### config.mk
export PLATFORM = sky130hd
export DESIGN_NAME = lcz80_blkseq
export DESIGN_NICKNAME = d
export VERILOG_FILES = /design/src/rtl/lcz80_pkg.sv /design/src/rtl/lcz80_incdec16.sv /design/src/rtl/lcz80_blkseq.sv
export SDC_FILE = /design/constraint.sdc
export NUM_CORES = 1
export LEC_CHECK = 0
export ABC_CLOCK_PERIOD_IN_PS = 11900
export BUFFER_PORTS_ARGS = -buffer_cell sky130_fd_sc_hd__buf_2
export CORE_ASPECT_RATIO = 1.75
export CORE_MARGIN = 8
export CORE_UTILIZATION = 50
export DETAILED_ROUTE_END_ITERATION = 8
export GPL_TIMING_DRIVEN = 0
export HOLD_SLACK_MARGIN = 0.1
export PLACE_DENSITY = 0.89
export SETUP_SLACK_MARGIN = 0.02
export SLEW_MARGIN = 20
export SYNTH_ARGS = -nofsm -noshare
export SYNTH_HDL_FRONTEND = slang
export SYNTH_SLANG_ARGS = --single-unit
### constraint.sdc
create_clock -name clk -period 11.9 [get_ports clk]
set_clock_uncertainty 0.15 [all_clocks]
set_input_delay 2.38 -clock clk [delete_from_list [all_inputs] [get_ports clk]]
set_output_delay 2.38 -clock clk [all_outputs]
set_load 0.01 [all_outputs]
### src/rtl/lcz80_pkg.sv
// Shared encodings for the Z80 block-transfer sequencer: FSM states and
// register-pair indices as seen on the register file address ports.
package lcz80_pkg;

    localparam int WORD_W = 16;

    localparam logic [2:0] ST_IDLE = 3'd0;
    localparam logic [2:0] ST_RD   = 3'd1;
    localparam logic [2:0] ST_WR   = 3'd2;
    localparam logic [2:0] ST_UHL  = 3'd3;
    localparam logic [2:0] ST_UDE  = 3'd4;
    localparam logic [2:0] ST_UBC  = 3'd5;
    localparam logic [2:0] ST_DONE = 3'd6;

    typedef enum logic [2:0] {
        IDLE = ST_IDLE,
        RD   = ST_RD,
        WR   = ST_WR,
        UHL  = ST_UHL,
        UDE  = ST_UDE,
        UBC  = ST_UBC,
        DONE = ST_DONE
    } state_t;

    localparam logic [2:0] BC_IDX  = 3'd0;
    localparam logic [2:0] DE_IDX  = 3'd1;
    localparam logic [2:0] HL_IDX  = 3'd2;
    localparam logic [2:0] ALT_OFS = 3'd4;

    function automatic logic [2:0] pair_idx(input logic [2:0] idx, input bit alt);
        return alt ? (idx | ALT_OFS) : idx;
    endfunction

endpackage

### src/rtl/lcz80_incdec16.sv
// Combinational 16-bit +/-1 (modulo 2^16) with a zero flag on the result.
// Zero latency, no handshake.
module lcz80_incdec16
    import lcz80_pkg::*;
(
    input  logic              dir_i,
    input  logic [WORD_W-1:0] val_i,
    output logic [WORD_W-1:0] res_o,
    output logic              zero_o
);

    assign res_o  = dir_i ? (val_i - WORD_W'(1)) : (val_i + WORD_W'(1));
    assign zero_o = (res_o == '0);

endmodule

### src/rtl/lcz80_blkseq.sv
// LDI/LDD/LDIR/LDDR sequencer: per byte RD -> WR (each held until mem_ack), then HL, DE, BC writeback.
// Every state advance is gated by CEN; a pending interrupt ends repeat forms between iterations.
module lcz80_blkseq
    import lcz80_pkg::*;
#(
    parameter bit ALT_SET = 1'b0,
    parameter bit CHK_INT = 1'b1
) (
    input  logic        clk,
    input  logic        RESET_n,
    input  logic        CEN,
    input  logic        start,
    input  logic        dir,
    input  logic        rpt,
    input  logic        int_req,
    output logic        busy,
    output logic        done,
    output logic        rpt_break,
    output logic        pv,
    output logic        mem_req,
    output logic        mem_we,
    output logic [15:0] mem_addr,
    output logic [7:0]  mem_wdata,
    input  logic [7:0]  mem_rdata,
    input  logic        mem_ack,
    output logic [2:0]  rf_addr_a,
    output logic [2:0]  rf_addr_b,
    output logic [2:0]  rf_addr_c,
    input  logic [7:0]  rf_doah,
    input  logic [7:0]  rf_doal,
    input  logic [7:0]  rf_dobh,
    input  logic [7:0]  rf_dobl,
    input  logic [7:0]  rf_doch,
    input  logic [7:0]  rf_docl,
    output logic [7:0]  rf_dih,
    output logic [7:0]  rf_dil,
    output logic        rf_weh,
    output logic        rf_wel
);

    localparam logic [2:0] BC_A = pair_idx(BC_IDX, ALT_SET);
    localparam logic [2:0] DE_A = pair_idx(DE_IDX, ALT_SET);
    localparam logic [2:0] HL_A = pair_idx(HL_IDX, ALT_SET);

    state_t      state_q, state_d;
    logic        dir_q, dir_d;
    logic        rpt_q, rpt_d;
    logic        pv_q, pv_d;
    logic        brk_q, brk_d;
    logic [7:0]  data_q, data_d;

    logic [15:0] hl_w, de_w, bc_w;
    logic [15:0] id_val, id_res;
    logic        id_dir, id_zero;

    // HL and DE stay on ports B/C; port A is retargeted only while writing back.
    assign rf_addr_b = HL_A;
    assign rf_addr_c = DE_A;
    assign hl_w      = {rf_dobh, rf_dobl};
    assign de_w      = {rf_doch, rf_docl};
    assign bc_w      = {rf_doah, rf_doal};
    assign pv        = pv_q;

    lcz80_incdec16 u_incdec (
        .dir_i  (id_dir),
        .val_i  (id_val),
        .res_o  (id_res),
        .zero_o (id_zero)
    );

    always_comb begin
        state_d   = state_q;
        dir_d     = dir_q;
        rpt_d     = rpt_q;
        pv_d      = pv_q;
        brk_d     = brk_q;
        data_d    = data_q;
        busy      = (state_q != IDLE);
        done      = 1'b0;
        rpt_break = 1'b0;
        mem_req   = 1'b0;
        mem_we    = 1'b0;
        mem_addr  = 16'h0000;
        mem_wdata = 8'h00;
        rf_addr_a = BC_A;
        rf_dih    = 8'h00;
        rf_dil    = 8'h00;
        rf_weh    = 1'b0;
        rf_wel    = 1'b0;
        id_val    = bc_w;
        id_dir    = 1'b1;
        case (state_q)
            IDLE: begin
                if (start) begin
                    dir_d   = dir;
                    rpt_d   = rpt;
                    brk_d   = 1'b0;
                    state_d = RD;
                end
            end
            RD: begin
                mem_req  = 1'b1;
                mem_addr = hl_w;
                if (mem_ack) begin
                    data_d  = mem_rdata;
                    state_d = WR;
                end
            end
            WR: begin
                mem_req   = 1'b1;
                mem_we    = 1'b1;
                mem_addr  = de_w;
                mem_wdata = data_q;
                if (mem_ack) state_d = UHL;
            end
            UHL: begin
                rf_addr_a        = HL_A;
                id_val           = hl_w;
                id_dir           = dir_q;
                {rf_dih, rf_dil} = id_res;
                rf_weh           = 1'b1;
                rf_wel           = 1'b1;
                state_d          = UDE;
            end
            UDE: begin
                rf_addr_a        = DE_A;
                id_val           = de_w;
                id_dir           = dir_q;
                {rf_dih, rf_dil} = id_res;
                rf_weh           = 1'b1;
                rf_wel           = 1'b1;
                state_d          = UBC;
            end
            UBC: begin
                {rf_dih, rf_dil} = id_res;
                rf_weh           = 1'b1;
                rf_wel           = 1'b1;
                pv_d             = !id_zero;
                if (rpt_q && !id_zero && !(CHK_INT && int_req)) begin
                    state_d = RD;
                end else begin
                    // Only an interrupt can stop a repeat form while BC is still non-zero.
                    brk_d   = rpt_q && !id_zero;
                    state_d = DONE;
                end
            end
            DONE: begin
                done      = 1'b1;
                rpt_break = brk_q;
                state_d   = IDLE;
            end
            default: state_d = IDLE;
        endcase
    end

    always_ff @(posedge clk or negedge RESET_n) begin
        if (!RESET_n) begin
            state_q <= IDLE;
            dir_q   <= 1'b0;
            rpt_q   <= 1'b0;
            pv_q    <= 1'b0;
            brk_q   <= 1'b0;
            data_q  <= 8'h00;
        end else if (CEN) begin
            state_q <= state_d;
            dir_q   <= dir_d;
            rpt_q   <= rpt_d;
            pv_q    <= pv_d;
            brk_q   <= brk_d;
            data_q  <= data_d;
        end
    end

endmodule

# Word-level counts from Yosys, hierarchy flattened
# Cells that the tools add are included.
dict set report classes {
  shifts 0
  div 0
  n_reduce_logical 16
  n_addsub 2
  bitwise 0
  muxes 21
  n_eq_ne 10
  magnitude_cmp 0
  mul 0
}
# cell n
set ops {}
lappend ops {{16-bit one-hot mux with 2 select lines} 2}
lappend ops {{8-bit 2-to-1 mux} 3}
lappend ops {{3-bit one-hot mux with 6 select lines} 1}
lappend ops {{16-bit by 1-bit adder with 16-bit output, second input constant} 1}
lappend ops {{16-bit logical NOT} 1}
lappend ops {{16-bit 2-to-1 mux} 1}
lappend ops {{16-bit by 1-bit subtractor with 16-bit output, second input constant} 1}
lappend ops {{3-bit 2-to-1 mux} 4}
lappend ops {{3-bit == test, second input constant} 3}
lappend ops {{1-bit 2-to-1 mux} 8}
lappend ops {{2-bit != test, second input constant} 4}
lappend ops {{4-bit AND reduction} 2}
lappend ops {{3-bit by 2-bit == test with 1-bit output, second input constant} 2}
lappend ops {{3-bit AND reduction} 2}
lappend ops {{2-bit one-hot mux with 2 select lines} 1}
lappend ops {{2-bit OR reduction} 2}
lappend ops {{3-bit by 1-bit == test with 1-bit output, second input constant} 1}
lappend ops {{3-bit logical NOT} 1}
lappend ops {{3-bit nonzero test} 1}
lappend ops {{3-bit OR reduction} 1}
lappend ops {{1-bit logical AND} 2}
lappend ops {{1-bit logical NOT} 2}
lappend ops {{1-bit one-hot mux with 2 select lines} 1}
lappend ops {{2-bit AND reduction} 1}
lappend ops {{2-bit nonzero test} 1}
dict set report totals {
  latchBits 0
  regBits 15
  n_memories 0
  ram_bits 0
  mem_bits_ro 0
}

# Logic depth before layout (Yosys ltp)
dict set report logic_depth {
  word_depth 10
  ltp_mapped 18
}

# Modules after synthesis
# A second synthesis with hierarchy kept.
dict set report unflattened {
  hier_cells 265
  area_unflattened_um2 2267.2
}
# mod cells_per_inst n_inst area_per_inst_um2 seq_area_each_um2
set by_module_without_submodules {}
lappend by_module_without_submodules {lcz80_blkseq 159 1 1466.4 375.4}
lappend by_module_without_submodules {lcz80_incdec16 106 1 800.8 0.0}

# Worst setup path after synthesis
# OpenSTA, ideal clock, no wires.
dict set report synth_timing {
  path_kind {input -> output}
  from {input rf_doal[0]}
  to {output rf_dih[6]}
  arrival_time_ps 4530
  path_stages 10
  path_slack_ps 4840
  required_ps 9370
  cell_sequence {and2b_1 o21a_1 nand2b_1 fa_1 a21o_1 nand4_1 a31o_2 a211oi_1 or3_1 and3_1}
}
dict set report synth_via {
  elab_chain_len 4
}
# element line_no
set synth_lines {}
lappend synth_lines {{start, declared} lcz80_blkseq.sv:30} ;# input logic [7:0] rf_doal,
lappend synth_lines {{16-bit one-hot mux with 2 select lines *} lcz80_blkseq.sv:92} ;# case (state_q)
lappend synth_lines {{16-bit by 1-bit adder with 16-bit output / 16-bit by 1-bit subtractor with 16-bit output (equally long branches)} lcz80_incdec16.sv:12} ;# assign res_o = dir_i ? (val_i - WORD_W'(1)) : (val_i + WORD_W'(1));
lappend synth_lines {{16-bit 2-to-1 mux *} lcz80_incdec16.sv:12}
lappend synth_lines {{8-bit 2-to-1 mux *} lcz80_blkseq.sv:92}
lappend synth_lines {{end, declared} lcz80_blkseq.sv:35} ;# output logic [7:0] rf_dih,
# Mark *: on every way between the ends. The rest lies on a longest branch, timed or not.

# Final worst setup path
# Ends and elaborated chain as after synthesis.

==> results.py <==
metrics = {
    "pwr": {
        "p_leak_nw": 1.61,
        "intPower_w": 0.000510,
        "ir_worst_vdd_mv": 0.258,
        "p_switching_w": 0.000646,
        "seqPwrFrac_pct": 7.9,
        "power_density_nw_per_um2": 379,
        "p_sw_share_pct": 55.9,
        "combPwrFrac_pct": 88.5,
        "clkPwrFrac_pct": 3.6,
        "finalPower_w": 0.00116,
    },
    "sta": {
        "final_max_slew_viol_count": 0,
        "fin_ws_ns": 4.38,
        "setup_viol": 0,
        "fmax_mhz": 133,
        "fin_crit_sh_pct": 63.2,
        "worst_pin_slew_ns": 1.10,
        "tns_ns": 0,
        "hold_viol": 0,
        "slew_headroom_pct": 26.8,
        "min_period_ns": 7.52,
        "grt_setup_unrepaired": "no",
    },
    "synthesis": {
        "synth.area.top_cells": "dfrtp_1, ha_1, nand2_1",
        "syn_area_per_cell_um2": 7.57,
        "ys_top_cells_by_count": "nand2_1, nor2_1, a21oi_1",
        "synth_cell_types": 58,
        "synth_area_leader_cell": "dfrtp_1",
        "ys_ff_latch": 15,
        "synth_flop_cell": "dfrtp_1",
        "synthesis.area_um2": 2350,
        "synthCells": 311,
        "synth.most_common_cell": "nand2_1",
        "synth.top_cell.area_share_pct": 15.9,
        "synth_edf_count": 0,
        "ys_seq_area_share_pct": 15.9,
        "ys_warn_count": 0,
        "async_flop_share_pct": 100,
    },
    "route": {
        "drtIter0Drc": 127,
        "ant_nets": 0,
        "routed_wirelength_um": 8370,
        "wl_per_cell_um": 17.3,
        "dr.pass1.iters": 5,
        "vias": 2888,
        "drc_errors": 0,
        "vias_per_cell": 5.95,
    },
    "critical_path": {
        "critical_path_required_ns": 9.37,
        "worstPathCellList": "buf_2 -> and2b_1 -> o21a_1 -> nand2b_1 -> fa_1 -> a21o_1 -> nand4_1 -> a31o_2 -> a211oi_1 -> o21ai_0 -> and3_1 -> buf_2",
        "cpMostUsedCell": "buf_2",
        "crit_arrival_ns": 4.99,
        "endpoint_kind": "primary output",
        "worstSetupPathType": "input pin to primary output",
        "worst_path_max_delay_cell": "fa_1",
        "reg2reg_slack_ns": 7.12,
        "cp-start-kind": "input pin",
        "crit_fanout": 4,
        "max_stage_delay_ns": 0.48,
    },
    "place": {
        "dpl.hpwl_um": 6900,
        "portBuffers": 113,
        "dpl_cell_area_um2": 3000,
        "dp_slack_ns": 4.41,
        "routabilityCongestion": 1.03,
    },
    "outcome": {
        "outcome": "finished clean",
    },
    "run": {
        "drv_cap": 0,
    },
    "global_routing": {
        "grt_max_degree": 16,
        "grt_use_total_pct": 22.7,
        "grt_pass1_wl_um": 13400,
        "grt_pass1_vias": 2977,
        "globalRouteOverflowTotal": 0,
        "antenna_found_initial": 0,
    },
    "floorplan": {
        "io_pins": 121,
        "die_h_um": 107,
        "die_area_um2": 7240,
        "die_w_um": 67.9,
        "coreArea_um2": 4620,
        "rows": 33,
        "start_util_pct": 50.9,
    },
    "clock_network": {
        "cts_buffer_depth": 2,
        "htreeDepth": 1,
        "clock_latency_ns": 0.25,
        "cts_resized": 0,
        "cts_hold_buf": 0,
        "cts-root-buf": "clkbuf_8",
        "clkSinkCount": 15,
        "clk_pin_slew_ns": 0.06,
        "cts_tree": "done",
        "numCtsBuffers": 3,
        "post-cts-setup-buffer-count": 0,
    },
    "finish": {
        "diodes": 0,
        "stdcell_area_um2": 3050,
        "fillerInstances": 430,
        "final_layout_size_suffix_gt1_share_pct": 33.5,
        "nNetsFinal": 514,
        "area_growth_pct": 29.5,
    },
    "hold_path": {
        "hp-class": "register to register",
    },
}
## stage by stage
step	hold slack, ns	utilization [%]	std cells
3_5_place_dp	0.338	64.9	481
3_3_place_gp	0.332	64.9	481
4_1_cts	0.351	65.9	485
2_1_floorplan	0.322	-	316
6_report	0.348	65.9	485
5_1_grt	0.371	65.9	485
## registers in the layout (all words and copies together), names as in the netlist
signal   flops
pv           1
dir_q        1
state_q      3
brk_q        1
data_q       8
rpt_q        1
## power groups by stage
stage | registers, W | clock network (W) | logic, W
2_1_floorplan | 0.0000860 | 0 | 0.000744
3_3_place_gp | 0.0000895 | 0 | 0.000983
3_5_place_dp | 0.0000909 | 0 | 0.00101
4_1_cts | 0.0000909 | 0.0000419 | 0.00101
5_1_grt | 0.0000953 | 0.0000430 | 0.00113
6_report | 0.0000918 | 0.0000412 | 0.00102
## metal layers
layer / vias to the layer above / routed length [um] / GRT usage [%]
met3: 22 / 789 / 5.95
met4: 0 / 268 / 9.13
met1: 1350 / 2950 / 22.9
met2: 131 / 4360 / 41.7
met5: - / 0 / 0
li1: 1385 / - / -
## logic make-up (layout without fill, tap and decap cells)
group	Yosys count	count (layout)	synth area share, %
AND/OR/NAND/NOR	119	119	26.0
AO/OA/AOI/OAI	102	102	32.0
buffers and inverters	35	152	7.28
adder cells (fa/ha/maj)	16	16	8.83
multiplexers	15	15	7.02
flip-flops	15	15	15.9
XOR/XNOR	7	7	2.61
other	2	7	0.319
## cell usage in the layout, fill, tap and decap left out, types with 8 or more instances in the layout
| master | n |
|---|---|
| a21oi_1 | 20 |
| a22o_1 | 17 |
| a22oi_1 | 15 |
| and2_1 | 12 |
| buf_2 | 115 |
| buf_4 | 8 |
| clkbuf_1 | 15 |
| dfrtp_1 | 15 |
| ha_1 | 15 |
| inv_1 | 9 |
| mux2_2 | 12 |
| nand2_1 | 41 |
| nor2_1 | 22 |
| o21ai_0 | 12 |
## worst max-delay path, delay by kind of cell
kind	cells	cell delay [ns]
buffers and inverters	2	0.25
AOI/OAI and AO/OA	5	1.09
and+or+nand+nor	4	0.79
adders and majority gates	1	0.48
## cell type report
type | count | area, um2 | area share (%)
Timing Repair Buffer | 113 | 566 | 18.6
Inverter | 10 | 37.5 | 1.23
Sequential cell | 15 | 375 | 12.3
Tap cell | 52 | 65.1 | 2.13
Clock buffer | 4 | 45.0 | 1.48
Multi-Input combinational cell | 266 | 1830 | 59.9
Buffer | 25 | 134 | 4.39
## worst paths after layout
path	startpoint	to	depth (start not counted)
worst min-delay path	data_q[2]$_DFFE_PN0P_	data_q[2]$_DFFE_PN0P_	1
worst min register to register	data_q[2]$_DFFE_PN0P_	data_q[2]$_DFFE_PN0P_	1
worst max register to register	state_q[1]$_DFFE_PN0P_	pv$_DFFE_PN0P_	16
min in group asynchronous	RESET_n	brk_q$_DFFE_PN0P_	1
worst max-delay path	rf_doal[0]	rf_dih[6]	12
max in group asynchronous	RESET_n	data_q[2]$_DFFE_PN0P_	1
Power figures use the tool's default switching activity.
